--- src/rtl/envelope_follower.sv ---
// Envelope follower: recovers the amplitude envelope of a signed 16-bit sample stream.
//
// Ports:
//   i_clk          system clock
//   i_rst_n        asynchronous active-low reset
//   i_sample_in    signed 16-bit sample, valid when i_in_ready is high
//   i_in_ready     one-cycle sample strobe
//   o_env          smoothed envelope, 0..32767
//   o_level        envelope quantised to 0..9, updated once per STEP-sample window
//   o_level_valid  one-cycle pulse when o_level/o_phase update
//   o_phase        inferred phase: 0 attack, 1 decay, 2 sustain, 3 release
//   o_gate         hysteretic note-active flag
module envelope_follower #(
  parameter int unsigned ATTACK_SHIFT    = 2,
  parameter int unsigned RELEASE_SHIFT   = 8,
  parameter int unsigned STEP            = 480,
  parameter int unsigned GATE_ON         = 1024,
  parameter int unsigned GATE_OFF        = 512,
  parameter int unsigned SUSTAIN_WINDOWS = 3
) (
  input  logic               i_clk,
  input  logic               i_rst_n,
  input  logic signed [15:0] i_sample_in,
  input  logic               i_in_ready,
  output logic [15:0]        o_env,
  output logic [3:0]         o_level,
  output logic               o_level_valid,
  output logic [1:0]         o_phase,
  output logic               o_gate
);

  localparam int unsigned CntW  = (STEP > 1) ? $clog2(STEP) : 1;
  localparam int unsigned StabW = $clog2(SUSTAIN_WINDOWS + 1);

  typedef enum logic [1:0] {
    StAttack  = 2'd0,
    StDecay   = 2'd1,
    StSustain = 2'd2,
    StRelease = 2'd3
  } phase_e;

  phase_e             r_phase, w_phase_next;
  logic [15:0]        r_env, w_env_next;
  logic               r_gate, w_gate_next;
  logic [CntW-1:0]    r_win_cnt, w_win_cnt_next;
  logic [3:0]         r_level, w_level_next;
  logic               r_level_valid, w_level_valid_next;
  logic [StabW-1:0]   r_stable, w_stable_next;

  logic [15:0]        w_abs, w_mag, w_diff, w_step, w_env_calc;
  logic [18:0]        w_prod;
  logic [3:0]         w_lvl_raw, w_lvl;
  logic               w_win_end, w_update;
  logic [StabW-1:0]   w_stable_inc;

  // Magnitude; the most negative sample has no positive twin and saturates.
  always_comb begin
    w_abs = i_sample_in[15] ? (~i_sample_in + 16'd1) : i_sample_in;
    w_mag = w_abs[15] ? 16'd32767 : w_abs;
  end

  // Asymmetric one-pole tracker; the minimum step of 1 guarantees convergence, and since
  // the step never exceeds the error the result cannot overshoot the magnitude.
  always_comb begin
    w_diff     = 16'd0;
    w_step     = 16'd0;
    w_env_calc = r_env;
    if (w_mag > r_env) begin
      w_diff     = w_mag - r_env;
      w_step     = w_diff >> ATTACK_SHIFT;
      if (w_step == 16'd0) w_step = 16'd1;
      w_env_calc = r_env + w_step;
    end else if (w_mag < r_env) begin
      w_diff     = r_env - w_mag;
      w_step     = w_diff >> RELEASE_SHIFT;
      if (w_step == 16'd0) w_step = 16'd1;
      w_env_calc = r_env - w_step;
    end
  end

  assign w_win_end = (r_win_cnt == CntW'(STEP - 1));
  assign w_update  = i_in_ready & w_win_end;

  // env * 10 computed exactly in 19 bits, then scaled by 2^-15.
  always_comb begin
    w_prod    = ({3'b000, w_env_calc} << 3) + ({3'b000, w_env_calc} << 1);
    w_lvl_raw = 4'(w_prod >> 15);
    w_lvl     = (w_lvl_raw > 4'd9) ? 4'd9 : w_lvl_raw;
  end

  // Envelope, gate, window counter and level next-state.
  always_comb begin
    w_env_next         = r_env;
    w_gate_next        = r_gate;
    w_win_cnt_next     = r_win_cnt;
    w_level_next       = r_level;
    w_level_valid_next = 1'b0;
    if (i_in_ready) begin
      w_env_next = w_env_calc;
      if (w_env_calc >= 16'(GATE_ON)) begin
        w_gate_next = 1'b1;
      end else if (w_env_calc < 16'(GATE_OFF)) begin
        w_gate_next = 1'b0;
      end
      w_win_cnt_next = w_win_end ? '0 : r_win_cnt + CntW'(1);
      if (w_win_end) begin
        w_level_next       = w_lvl;
        w_level_valid_next = 1'b1;
      end
    end
  end

  // Phase FSM. r_level always holds the previous window's level, so it serves as P.
  assign w_stable_inc = r_stable + StabW'(1);

  always_comb begin
    w_phase_next  = r_phase;
    w_stable_next = r_stable;
    if (w_update) begin
      unique case (r_phase)
        StRelease: begin
          if (w_lvl > r_level) w_phase_next = StAttack;
        end
        StAttack: begin
          if (w_lvl < r_level) begin
            w_phase_next  = StDecay;
            w_stable_next = '0;
          end
        end
        StDecay: begin
          if (w_lvl > r_level) begin
            w_phase_next = StAttack;
          end else if (w_lvl < r_level) begin
            w_stable_next = '0;
          end else if (w_stable_inc == StabW'(SUSTAIN_WINDOWS)) begin
            w_phase_next  = StSustain;
            w_stable_next = '0;
          end else begin
            w_stable_next = w_stable_inc;
          end
        end
        StSustain: begin
          if (w_lvl < r_level) begin
            w_phase_next = StRelease;
          end else if (w_lvl > r_level) begin
            w_phase_next = StAttack;
          end
        end
        default: w_phase_next = StRelease;
      endcase
    end
  end

  always_ff @(posedge i_clk or negedge i_rst_n) begin
    if (!i_rst_n) begin
      r_env         <= 16'd0;
      r_gate        <= 1'b0;
      r_win_cnt     <= '0;
      r_level       <= 4'd0;
      r_level_valid <= 1'b0;
      r_stable      <= '0;
      r_phase       <= StRelease;
    end else begin
      r_env         <= w_env_next;
      r_gate        <= w_gate_next;
      r_win_cnt     <= w_win_cnt_next;
      r_level       <= w_level_next;
      r_level_valid <= w_level_valid_next;
      r_stable      <= w_stable_next;
      r_phase       <= w_phase_next;
    end
  end

  assign o_env         = r_env;
  assign o_level       = r_level;
  assign o_level_valid = r_level_valid;
  assign o_phase       = r_phase;
  assign o_gate        = r_gate;

endmodule
--- config.mk ---
export PLATFORM = sky130hd
export DESIGN_NAME = envelope_follower
export DESIGN_NICKNAME = d
export VERILOG_FILES = /design/src/rtl/envelope_follower.sv
export SDC_FILE = /design/constraint.sdc
export NUM_CORES = 1
export LEC_CHECK = 0
export CAP_MARGIN = 10
export CORE_ASPECT_RATIO = 1.25
export CORE_MARGIN = 1
export CORE_UTILIZATION = 35
export CTS_CLUSTER_SIZE = 30
export DETAILED_ROUTE_END_ITERATION = 6
export PLACE_DENSITY_LB_ADDON = 0.1
export SLEW_MARGIN = 20
export SYNTH_ARGS = -nofsm -noshare
export SYNTH_HDL_FRONTEND = slang
export SYNTH_SLANG_ARGS = --single-unit
--- constraint.sdc ---
create_clock -name i_clk -period 17.3 [get_ports i_clk]
set_input_delay 1.73 -clock i_clk [delete_from_list [all_inputs] [get_ports i_clk]]
set_output_delay 1.73 -clock i_clk [all_outputs]
set_load 0.03 [all_outputs]
==> results of run 1 <==
==> stage by stage <==
| stage | area [µm²] | utilization | hold slack [ns] |
|---|---|---|---|
| 2_1_floorplan | 5050 | - | 0.471 |
| 3_3_place_gp | 5610 | 0.402 | 0.496 |
| 3_5_place_dp | 5610 | 0.402 | 0.511 |
| 4_1_cts | 5750 | 0.413 | 0.518 |
| 5_1_grt | 5750 | 0.413 | 0.541 |
| 6_report | 5750 | 0.413 | 0.518 |
==> state kept, by name, summed over array words and instances (netlist names) <==
signal	count
o_env	16
o_level_valid	1
r_win_cnt	9
r_stable	2
o_level	4
o_gate	1
o_phase	2
==> cell type report <==
class / count / share of cell area
clock buffers: 5 / 0.0217
clock inverters: 3 / 0.00348
inverters: 53 / 0.0346
multi-input cells: 540 / 0.673
flip-flops and latches: 35 / 0.153
well taps: 175 / 0.0381
repair buffers: 45 / 0.0761
==> cells by family (layout without fill, tap and decap cells) <==
family | after synthesis | count (layout)
xor+xnor | 57 | 57
flops | 35 | 35
fa+ha+maj | 72 | 72
compound gates | 186 | 186
mux | 12 | 12
simple gates | 213 | 213
buf+inv | 75 | 106
==> placed cells by master, fill, tap and decap left out, types with 10 or more instances in the layout <==
cell type and instances:
nand2_1 74, ha_1 70, inv_1 53, o21ai_0 53
a21oi_1 47, clkdlybuf4s50_1 41, nor2_1 40, dfrtp_1 33
xor2_1 28, xnor2_1 27, nor3_1 17, a21o_1 11
or3_1 10
==> per-layer routing <==
layer  GRT usage  wire [µm]  vias up
met5           0          0        -
met4      0.0719        352        0
met2       0.413       8180       79
met1       0.226       6150     2241
li1            -          -     2365
met3      0.0115        275       17
==> how the worst min path moves through the flow <==
stage	startpoint	end	depth (start not counted)	slack, ns
after detailed placement	o_level[1]	o_level[1]	2	0.51
final	r_stable[0]	r_stable[0]	1	0.52
after CTS	r_stable[0]	r_stable[0]	1	0.52
after global routing	r_stable[0]	r_stable[0]	1	0.54
after floorplan	r_stable[0]	r_stable[0]	1	0.47
after global placement	r_stable[0]	r_stable[0]	1	0.50
==> flow_metrics.tcl, run 1 <==
set metrics [dict create \
    status "completed" \
    synth_seq_cells 35 \
    cp_max_fo 13 \
    routed_wl_um 15000 \
    num-fill-cells 1460 \
    ios 43 \
    tns_ns 0 \
    cp_data_required_time_ns 17.51 \
    drive_gt1_frac 0.0646 \
    yosysSeqAreaShare 0.174 \
    h-tree-depth 2 \
    wl_per_cell_um 17.5 \
    cts_root_buffer "clkbuf_16" \
    synth_compound_gate_area_share 0.246 \
    netlist_area_mm2 0.00505 \
    drc 0 \
    arrival_ns 13.05 \
    synth_top_family_by_area "compound AO/OA/AOI/OAI gates" \
    viasPerCell 5.49 \
    antenna_found_initial 0 \
    synthDistinctLibCells 75 \
    worst_path_max_delay_cell "o41ai_1" \
    timing.max_cap.violations 0 \
    fin_ws_ns 4.45 \
    multiInputGateArea_mm2 0.00387 \
    synth-simple-area-share 0.211 \
    fin_crit_ns 12.85 \
    synth.top_cell.area_share 0.174 \
    crit_cells 44 \
    cts_tree "built" \
    async_flop_share 1.00 \
    row_count 48 \
    start_util 0.362 \
    synthMuxAreaShare 0.0270 \
    maxSlewHeadroom 0.353 \
    postCtsSetupRepairBufs 0 \
    synth_common_cells "nand2_1, ha_1, inv_1, o21ai_0, a21oi_1" \
    dp_cells 848 \
    grt_pass1_vias 4660 \
    hold_viol_final 0 \
    fmax_ghz 0.0778 \
    grt.total_usage 0.208 \
    rsz0062_at_grt "no" \
    fp.dieH_um 136 \
    dp_hpwl_um 12500 \
    syn_nets 741 \
    synth.most_common_cell "nand2_1" \
    synth.avg_cell_area_um2 7.77 \
    r2r-end "r_stable[0]" \
    r2r_cells 40 \
    pre_cts_slack_ns 4.18 \
    synth_top_area_cell "ha_1" \
    synth_flop_cell "dfrtp_1" \
    synthAdderAreaFrac 0.181 \
    drv_slew 0 \
    path_buf_inv 2 \
    grt_pass1_wl_um 23600 \
    fp.dieArea_mm2 0.0149 \
    synthCells 650 \
    cts_buffers 5 \
    period_share 0.743 \
    ys_top_cells_by_area "ha_1, dfrtp_1, nand2_1" \
    first_iter_violations 234 \
    cp_top_family "compound AO/OA/AOI/OAI gates" \
    setup_violations 0 \
    r2r_start "o_env[1]" \
    coreArea_mm2 0.0139 \
    die_width_um 109 \
    tightest_slew_ns 0.958 \
    end_kind "flop" \
    layout.nets 771 \
    final_cells 856 \
    ctsHoldBuffers 0 \
    start_kind "primary input" \
    clock-sinks 35 \
    ff2ff_setup_slack_ns 7.24 \
    path_clk_slew_ns 0.06 \
    place_congestion 0.903 \
    route.vias.total 4702 \
    drtAntennaViolNets 0 \
    ys_warn_count 0 \
    crit_path_start "i_sample_in[10]" \
    antenna_cells 0 \
    clk_latency_ns 0.28 \
    critical_path.endpoint "r_stable[0]" \
    crit_top_cell "o21ai_0" \
    skew_ns 0.00557 \
    grt_max_degree 38 \
    cts_resized 0 \
    io_buffers 42 \
    grt_overflow 0 \
    cts.path.max_buffers 2 \
    hp-class "reg -> reg" \
    area_growth_pct 14.0 \
    synthXorXnorAreaFrac 0.102 \
    path_class "in -> reg" \
    seqCellArea_um2 878 \
    synth_edf_count 0 \
    max_stage_delay_ns 0.79 \
    drt_pass1_iterations 4 \
]
Power of run 1 is left out: the tool's default activity adds up to more than one toggle a clock period on the data nets, which glitch-free logic cannot reach.
==> run 2: changes to the inputs <==
clock period = 12.99 ns   (was 17.3 ns; I/O delays follow)
==> run 2 against run 1 <==
Net effect: global-route usage is 0.11 points lower; design area is 0.74% higher; via count up 1.4%; sequential share of layout area fell by 0.11 points; worst hold slack got worse by 0.00090 ns; final cell count is 0.12% higher; die area did not move; first-iteration DRC count fell by 27%; clock skew up 0.0018 ns; core utilization rose by 0.31 points; routed wire length shrank 0.83%; sequential cell count unchanged.
==> flow_metrics.tcl, run 2 (synthesized netlist as in run 1, its figures left out) <==
set metrics [dict create \
    drv_slew 0 \
    start_util 0.362 \
    path_class "in -> reg" \
    antenna_found_initial 0 \
    cp_max_fo 13 \
    dp_hpwl_um 12500 \
    layout.nets 772 \
    path_clk_slew_ns 0.06 \
    drtAntennaViolNets 0 \
    final_cell_mix "nand2_1, ha_1, inv_1, o21ai_0, a21oi_1" \
    route.vias.total 4766 \
    fmax_ghz 0.0835 \
    row_count 48 \
    grt.total_usage 0.206 \
    grt_max_degree 38 \
    ios 43 \
    maxSlewHeadroom 0.448 \
    first_iter_violations 171 \
    clock-sinks 35 \
    tightest_slew_ns 0.828 \
    cts_root_buffer "clkbuf_16" \
    tns_ns 0 \
    arrival_ns 12.18 \
    cts_tree "built" \
    wl_per_cell_um 17.3 \
    start_kind "primary input" \
    ctsHoldBuffers 0 \
    end_kind "flop" \
    coreArea_mm2 0.0139 \
    setup_violations 0 \
    largest_reg_flops 16 \
    h-tree-depth 2 \
    mostFrequentLayoutCell "nand2_1" \
    io_buffers 42 \
    cp_data_required_time_ns 13.19 \
    period_share 0.922 \
    multiInputGateArea_mm2 0.00388 \
    routed_wl_um 14800 \
    cts.path.max_buffers 2 \
    cts_buffers 5 \
    status "completed" \
    clk_latency_ns 0.29 \
    grt_pass1_vias 4664 \
    fp.dieH_um 136 \
    area_growth_pct 14.8 \
    hold_depth 2 \
    seqCellArea_um2 878 \
    grt_overflow 0 \
    viasPerCell 5.56 \
    rsz0062_at_grt "no" \
    ff2ff_setup_slack_ns 3.38 \
    num-fill-cells 1481 \
    fin_crit_ns 11.98 \
    antenna_cells 0 \
    hp-class "reg -> reg" \
    worst_path_max_delay_cell "or4_1" \
    drt_pass1_iterations 4 \
    skew_ns 0.00733 \
    fp.dieArea_mm2 0.0149 \
    max_stage_delay_ns 0.55 \
    drc 0 \
    r2r_cells 39 \
    timing.max_cap.violations 0 \
    hold_viol_final 0 \
    grt_pass1_wl_um 23500 \
    drive_gt1_frac 0.0674 \
    place_congestion 0.905 \
    die_width_um 109 \
]
## run 2: worst paths after layout
check                                from           to
max                        i_sample_in[8]  r_stable[0]
min                                o_gate       o_gate
max reg2reg                      o_env[1]  r_stable[0]
min reg2reg                        o_gate       o_gate
max in group asynchronous         i_rst_n    o_env[12]
min in group asynchronous         i_rst_n     o_env[2]
## run 2: cell type report
class,count,share of cell area
tap,175,0.0378
timing repair buffer,46,0.0769
clock inverter,3,0.00820
sequential,35,0.152
clock buffer,5,0.0216
inverter,53,0.0343
multi-input combinational,540,0.670
## run 2: per-stage QoR
stage,hold slack (ns),worst slack (ns),util,cell area (µm²),std cells
2_1_floorplan,0.471,2.60,-,5050,650
3_3_place_gp,0.496,0.417,0.403,5620,849
3_5_place_dp,0.516,0.339,0.403,5620,849
4_1_cts,0.529,0.584,0.415,5790,857
5_1_grt,0.552,0.311,0.416,5800,857
6_report,0.517,1.01,0.416,5800,857
## run 2: routing by layer
metal	vias up	part of all wire	track usage
li1	2381	-	-
met1	2259	0.41	0.225
met2	101	0.51	0.387
met3	25	0.028	0.0158
met4	0	0.050	0.114
met5	-	0	0
## run 2: worst max-delay path: cells and delay by family
| family | cells | cell delay, ns |
|---|---|---|
| buffers and inverters | 2 | 0.53 |
| adder cells (fa/ha/maj) | 5 | 1.57 |
| multiplexers | 1 | 0.15 |
| AO/OA/AOI/OAI | 19 | 4.72 |
| AND/OR/NAND/NOR | 15 | 3.71 |
| XOR/XNOR | 1 | 0.22 |
## run 2: what timing repair did
action / CTS / global route
gates resized for setup: 0 / 1
setup buffers: 0 / 0
setup endpoints to repair: 0 / 1
Power of run 2 is left out for the same reason.
